--- src/rtl/rsa_pkg.sv ---
// Shared constants and FSM encoding for the word-serial RSA add/sub controller.
// No logic; latency and backpressure are defined by the modules that import it.
package rsa_pkg;
  localparam int RSA_WORDS = 32;
  localparam int RSA_WIDX  = 5;

  typedef enum logic [1:0] {
    ST_IDLE = 2'd0,
    ST_LOAD = 2'd1,
    ST_RUN  = 2'd2,
    ST_FIN  = 2'd3
  } rsaState_t;
endpackage

--- src/rtl/rsa_rr_arbiter.sv ---
// Round-robin winner select: combinational one-hot winner, priority starts after last grant.
// Zero latency; pointer advances only on iUpd, so a held request is never starved.
module rsa_rr_arbiter #(
  parameter int NREQ = 2,
  parameter int PW   = $clog2(NREQ)
) (
  input  logic            iClk,
  input  logic            iRstn,
  input  logic [NREQ-1:0] iReq,
  input  logic            iUpd,
  input  logic [PW-1:0]   iUpdIdx,
  output logic [NREQ-1:0] oWin,
  output logic [PW-1:0]   oWinIdx,
  output logic            oAny
);
  logic [PW-1:0] lastPtr;
  logic [PW-1:0] idx;

  // Reset pointer to the top index so requester 0 wins the first tie.
  always_ff @(posedge iClk) begin
    if (!iRstn)
      lastPtr <= PW'(NREQ - 1);
    else if (iUpd)
      lastPtr <= iUpdIdx;
  end

  always_comb begin
    oWin    = '0;
    oWinIdx = '0;
    oAny    = 1'b0;
    idx     = '0;
    for (int i = 1; i <= NREQ; i++) begin
      idx = PW'((int'(lastPtr) + i) % NREQ);
      if (!oAny && iReq[idx]) begin
        oAny      = 1'b1;
        oWin[idx] = 1'b1;
        oWinIdx   = idx;
      end
    end
  end
endmodule

--- src/rtl/rsa_addsub_ctrl.sv ---
// Grants the shared 32-word add/sub datapath round-robin and sequences its word addresses.
// Grant to done is 34 cycles; requests wait (level) until granted, back-to-back period 35 cycles.
module rsa_addsub_ctrl
  import rsa_pkg::*;
#(
  parameter int NREQ = 2
) (
  input  logic                iClk,
  input  logic                iRstn,
  input  logic [NREQ-1:0]     iReq,
  input  logic [NREQ-1:0]     iAddSub,
  output logic [NREQ-1:0]     oGnt,
  output logic [NREQ-1:0]     oDone,
  output logic                oCarry,
  output logic                oStart,
  output logic                oAddSub,
  input  logic                iDataShift,
  input  logic                iOverflow,
  input  logic                iDone,
  output logic                oRdEn,
  output logic [RSA_WIDX-1:0] oRdAddr,
  output logic                oWrEn,
  output logic [RSA_WIDX-1:0] oWrAddr,
  output logic                oErr
);
  localparam int PW = $clog2(NREQ);
  localparam logic [RSA_WIDX-1:0] LAST_K = RSA_WIDX'(RSA_WORDS - 1);

  rsaState_t           state;
  logic [PW-1:0]       owner;
  logic [RSA_WIDX-1:0] k;
  logic [RSA_WIDX-1:0] kNext;
  logic [NREQ-1:0]     winOH;
  logic [PW-1:0]       winIdx;
  logic                anyReq;

  assign kNext = k + 1'b1;

  rsa_rr_arbiter #(.NREQ(NREQ), .PW(PW)) uArb (
    .iClk    (iClk),
    .iRstn   (iRstn),
    .iReq    (iReq),
    .iUpd    (state == ST_FIN),
    .iUpdIdx (owner),
    .oWin    (winOH),
    .oWinIdx (winIdx),
    .oAny    (anyReq)
  );

  always_ff @(posedge iClk) begin
    if (!iRstn) begin
      state   <= ST_IDLE;
      owner   <= '0;
      k       <= '0;
      oGnt    <= '0;
      oDone   <= '0;
      oCarry  <= 1'b0;
      oStart  <= 1'b0;
      oAddSub <= 1'b0;
      oRdEn   <= 1'b0;
      oRdAddr <= '0;
      oWrEn   <= 1'b0;
      oWrAddr <= '0;
    end else begin
      case (state)
        ST_IDLE: if (anyReq) begin
          state   <= ST_LOAD;
          owner   <= winIdx;
          oGnt    <= winOH;
          oAddSub <= iAddSub[winIdx];
          oRdEn   <= 1'b1;
          oRdAddr <= '0;
        end
        ST_LOAD: begin
          state   <= ST_RUN;
          k       <= '0;
          oStart  <= 1'b1;
          oWrEn   <= 1'b1;
          oWrAddr <= '0;
          oRdEn   <= 1'b1;
          oRdAddr <= RSA_WIDX'(1);
        end
        ST_RUN: begin
          oStart <= 1'b0;
          if (k == LAST_K) begin
            state   <= ST_FIN;
            oWrEn   <= 1'b0;
            oWrAddr <= '0;
            oRdEn   <= 1'b0;
            oRdAddr <= '0;
            oCarry  <= iOverflow;
            oDone   <= oGnt;
          end else begin
            // Read runs one word ahead of write to cover the 1-cycle memory latency.
            k       <= kNext;
            oWrAddr <= kNext;
            oRdEn   <= (kNext != LAST_K);
            oRdAddr <= (kNext != LAST_K) ? kNext + 1'b1 : '0;
          end
        end
        ST_FIN: begin
          state   <= ST_IDLE;
          oDone   <= '0;
          oCarry  <= 1'b0;
          oGnt    <= '0;
          oAddSub <= 1'b0;
        end
        default: state <= ST_IDLE;
      endcase
    end
  end

  // Sticky protocol monitor; never alters sequencing.
  always_ff @(posedge iClk) begin
    if (!iRstn)
      oErr <= 1'b0;
    else if ((state == ST_RUN && (!iDataShift || (iDone != (k == LAST_K)))) ||
             (state != ST_RUN && iDone))
      oErr <= 1'b1;
  end
endmodule

--- config.mk ---
export PLATFORM = sky130hd
export DESIGN_NAME = rsa_addsub_ctrl
export DESIGN_NICKNAME = d
export VERILOG_FILES = /design/src/rtl/rsa_pkg.sv /design/src/rtl/rsa_rr_arbiter.sv /design/src/rtl/rsa_addsub_ctrl.sv
export SDC_FILE = /design/constraint.sdc
export NUM_CORES = 1
export LEC_CHECK = 0
export BUFFER_PORTS_ARGS = -buffer_cell sky130_fd_sc_hd__buf_2
export CAP_MARGIN = 10
export CORE_UTILIZATION = 45
export CTS_CLUSTER_SIZE = 24
export DETAILED_ROUTE_END_ITERATION = 12
export GPL_TIMING_DRIVEN = 0
export HOLD_SLACK_MARGIN = 0.1
export PLACE_DENSITY = 0.73
export SLEW_MARGIN = 20
export SYNTH_ARGS = -nofsm -noshare
export SYNTH_HDL_FRONTEND = slang
export SYNTH_SLANG_ARGS = --single-unit
--- constraint.sdc ---
create_clock -name iClk -period 2.7 [get_ports iClk]
set_input_delay 0.54 -clock iClk [delete_from_list [all_inputs] [get_ports iClk]]
set_output_delay 0.54 -clock iClk [all_outputs]
set_load 0.005 [all_outputs]
== Yosys cells after proc, flatten, opt, wreduce, memory -nomap -nowiden ==
Cells that the tools add are included.
Operators by class
  reductions and logical operators: 21
  add/sub/neg operators: 4
  multiplexer cells: 41
  bitwise operators: 1
  order comparisons: 5
  equal/unequal tests: 10
Operator list (count)
  $mux W5: 5
  $pmux W5 S2: 2
  $mux W1: 17
  $pmux W5 S3: 1
  $reduce_and A2 Y1: 7
  $mux W2: 6
  $add A5 B1 Y5 const B: 2
  $ne A2 B2 Y1 const B: 4
  $pmux W1 S2: 4
  $pmux W2 S2: 2
  $pmux W2 S4: 1
  $lt A1 B2 Y1 const B: 3
  $reduce_bool A2 Y1: 3
  $eq A5 B5 Y1 const B: 1
  $logic_and A1 B1 Y1: 5
  $ne A5 B5 Y1 const B: 1
  $eq A2 B2 Y1 const B: 2
  $pmux W1 S3: 1
  $reduce_bool A3 Y1: 1
  $add A1 B1 Y1 const B: 2
  $demux W1 S1: 2
  $eq A2 B1 Y1 const B: 1
  $ge A1 B1 Y1 const B: 2
  $logic_not A1 Y1: 2
  4 further kinds: 5
Storage, ports and cells
  input port bits: 9
  bits in registers: 29
  logic and storage cells: 96
  output and inout port bits: 20

== Depth between registers and ports, before layout ==
  word-level depth: 11
  gate-level depth with buffers: 10
  mapped depth without buffers: 10

== Cells and area by module ==
From an unflattened synthesis, not the netlist that was laid out.
Unflattened totals
  cells, all modules: 163
  area total of the unflattened synthesis: 1407.6 um^2
By module, submodules not included
  rsa_addsub_ctrl: cells each 155, area an instance 1338.8 um^2, sequential area each 560.5 um^2, instances 1
  rsa_rr_arbiter: cells each 8, area an instance 68.8 um^2, sequential area each 20.0 um^2, instances 1

== Worst setup path after synthesis ==
Ideal clock, no wire load.
  path type: reg2reg
  start point: register k[0]
  end point: register oRdAddr[3]
  period minus slack after synthesis: 2.231 ns
  arrival: 2.172 ns
  required time: 2.641 ns
  slack: 0.469 ns
  setup time: 0.059 ns
  stages on the path, launching flop included: 9
  buffers on the path: 0
  cell sequence: dfxtp_1 ha_1 and3_1 ha_1 ha_1 or3b_2 nor4b_1 mux2i_1 nand2_1
Between the ends
  cells in the longest elaborated chain, start to end: 5
  elaborated cells on any way between the ends: 7
  those cells by class: add/sub (2); eq/ne (2); mux (3)
RTL lines
  start, declared: line rsa_addsub_ctrl.sv:31  | logic [RSA_WIDX-1:0] k;
  start signal, assigned: line rsa_addsub_ctrl.sv:95  | k <= kNext;
  $add A5 B1 Y5: line rsa_addsub_ctrl.sv:37  | assign kNext = k + 1'b1;
  $add A5 B1 Y5 or $ne A5 B5 Y1 (tied branches): line rsa_addsub_ctrl.sv:98  | oRdAddr <= (kNext != LAST_K) ? kNext + 1'b1 : '0;
  $mux W5: line rsa_addsub_ctrl.sv:98
  $mux W5 (*): line rsa_addsub_ctrl.sv:85  | if (k == LAST_K) begin
  $pmux W5 S3 (*): line rsa_addsub_ctrl.sv:65  | case (state)
  end signal, assigned: line rsa_addsub_ctrl.sv:98
  end, declared: line rsa_addsub_ctrl.sv:21  | output logic [RSA_WIDX-1:0] oRdAddr,
Mark *: on every way between the ends. The rest lies on a longest branch, timed or not.
A chain may end at the register's enable or synchronous reset.

== Worst setup path in the final report ==
Same ends and word-level chain as after synthesis.

==> run metrics <==
H-Tree Depth=2; Primary FF master, synth=dfxtp_1; Clock Skew=0.00582 ns; register area=581 sq um; Final Max Slew Viols=0; Die Y=between 60 and 70 um; total iterations of the first detailed-routing run=4; clock period minus worst slack=about 2.5 ns; Post-Syn Area=1530 sq um; proportion of layout cells with a drive suffix above 1=a little over a fifth; CTS sink count=29; grt ovf=0; reg-to-reg slack, setup=approximately 0.21 ns; worst hold margin=approximately 0.45 ns; worst flop-to-flop path startpoint=k[0]; actual slew at the worst max-slew pin=around 0.64 ns; Crit Path Max Fanout=7; syn avg cell area=between 8 and 9 sq um; CP arrival=2.78 ns; area occupied by multi-input gates=between 800 and 900 sq um; Area growth, synth to finish=17.4%; Placement Cell Area=around 1700 sq um; TritonCTS Buffers=5; overall power=1.34 mW; Syn Inst Count=about 170; RePlAce Congestion=between 0.9 and 1; Sum Neg Setup Slack=0 ns; core footprint=roughly 3100 sq um; Antenna Nets Post-Route=0; run status=completed; leakage=around 0.76 nW; post-CTS setup buffer count=0; Ys Warns=0; RR Endpoint=oRdAddr[3]; Max IR drop VDD=between 0.4 and 0.5 mV; Synth top area share=around two fifths; vias after detailed routing=1349; vias per cell=approximately 5.3; Final setup viols=0; achievable clock frequency=401 MHz; Seq cells post-synth=29; CTS root buffer=clkbuf_4; count leader, synth=dfxtp_1; Crit. Startpoint=k[0]; clock-pin transition on the worst setup and hold timing paths=roughly 0.09 ns; IO Pins=29; initial antenna violation count=0; CTS tree=done; RSZ-0062 raised after global routing=false; number of synthesized flops with an enable pin=0; starting DRC count in detailed routing=a little over 50; wire length of the first global-routing pass=approximately 5800 um; post-cts hold buffer count=0; Post-Syn Nets=194; Global Route Usage Sum=22.1%; FF-to-FF path depth=8; DR WL/cell=between 10 and 15 um; most frequent cells after synthesis=dfxtp_1 (29), a21oi_1 (15), nor2b_1 (15); vias in the first global route=between 1000 and 1500; FP Rows=20; crit share post-route=~92%; post-DP HPWL=2560 um; hold path depth=2; Pwr per Cell Area=between 700 and 800 nW/um^2; max_slew headroom=a little under three fifths; # port buffers=28; largest net degree at the start of global routing=11; CP Launch Type=register; die area=3630 sq um; Async SR Flop Fraction=0%; sequential fraction of the synthesis area=38.0%; final WL=roughly 3500 um; Die Wd=between 60 and 70 um; Hold Path Class=register to register; Inserted Diodes=0; Post-CTS Resized=0; FILL cells=between 200 and 300; Starting Density=48.8%; Worst-Skew Late Latency=between 0.3 and 0.4 ns; Worst setup endpoint=oRdAddr[3]; crit end category=register; CP Data Required Time=~3.0 ns; final net count=roughly 230; Netlist cell types=34; maxcap violations=0; crit path kind=register to register; Design Area, Final=around 1800 sq um; # DRC=0; Yosys top cell by area=dfxtp_1; clk buf depth=2; Synth area leaders=dfxtp_1 (38%), ha_1 (8.2%), nor2b_1 (6.1%); final hold violation count=0
-- registers in the layout, summed over array words and instances (netlist names) --
name	count
oAddSub	1
oRdEn	1
k	5
oStart	1
oWrAddr	5
oGnt	2
state	2
oWrEn	1
oErr	1
oDone	2
oRdAddr	5
oCarry	1
uArb.lastPtr	1
owner	1
-- worst max-delay path, cell delays in order (launching register included) --
cell     delay (ns)
dfxtp_1        0.46
ha_1           0.27
and3_1         0.21
ha_1           0.27
ha_1           0.19
or3b_2         0.49
nor4b_1        0.34
mux2i_1        0.13
nand2_1        0.08
-- stage by stage --
stage	setup WS (ns)	util, %	std cells
6_report	0.209	57.3	254
3_5_place_dp	0.254	55.1	246
4_1_cts	0.215	57.3	254
5_1_grt	0.0688	57.3	254
3_3_place_gp	0.300	55.1	246
2_1_floorplan	0.469	-	174
-- layout make-up --
type / count / share of cell area, %
clock inverter: 1 / 0.279
tap: 44 / 3.07
buffer: 9 / 2.44
timing repair buffer: 28 / 7.82
inverter: 7 / 1.47
sequential: 29 / 32.4
multi-input combinational: 129 / 48.9
clock buffer: 7 / 3.63
-- layout by cell type (no fill, tap or decap), types with 6 or more instances in the layout --
master	Yosys	routed
buf_2	2	30
inv_1	7	7
dfxtp_1	29	29
nand3_1	10	10
clkbuf_1	6	6
a21oi_1	15	15
nor2_1	7	7
ha_1	10	10
a21boi_0	6	6
nand2_1	12	12
o21ai_0	7	7
nand2b_1	11	11
nor2b_1	15	15
-- per-layer routing --
layer | vias to the layer above | routed length, um | GRT usage [%]
met1 | 636 | 1540 | 26.9
li1 | 669 | - | -
met2 | 36 | 1680 | 34.4
met5 | - | 0 | 0
met3 | 8 | 181 | 7.36
met4 | 0 | 63 | 11.3
-- how the worst min path moves through the flow --
stage / from / to / slack [ns]
3_3_place_gp: oAddSub / oAddSub / 0.44
4_1_cts: oRdAddr[2] / oRdAddr[2] / 0.45
6_report: oRdAddr[2] / oRdAddr[2] / 0.45
5_1_grt: oRdAddr[3] / oRdAddr[3] / 0.48
2_1_floorplan: owner / uArb.lastPtr / 0.45
3_5_place_dp: oRdAddr[2] / oRdAddr[2] / 0.44
-- cells by family after synthesis --
kind of cell	after synthesis	share of synthesized area, %
mux	5	3.36
buf+inv	16	4.59
xor+xnor	3	1.72
flops	29	38.0
compound gates	44	18.8
simple gates	66	24.1
fa+ha+maj	11	9.50
-- where the power goes --
group	total (mW)	internal (mW)	switching [mW]	leakage, nW
logic	0.494	0.203	0.291	0.487
registers	0.536	0.492	0.0443	0.236
clock network	0.308	0.151	0.157	0.0413
total	1.34	0.845	0.492	0.764
Note: power is estimated with default switching activity, not from simulation.
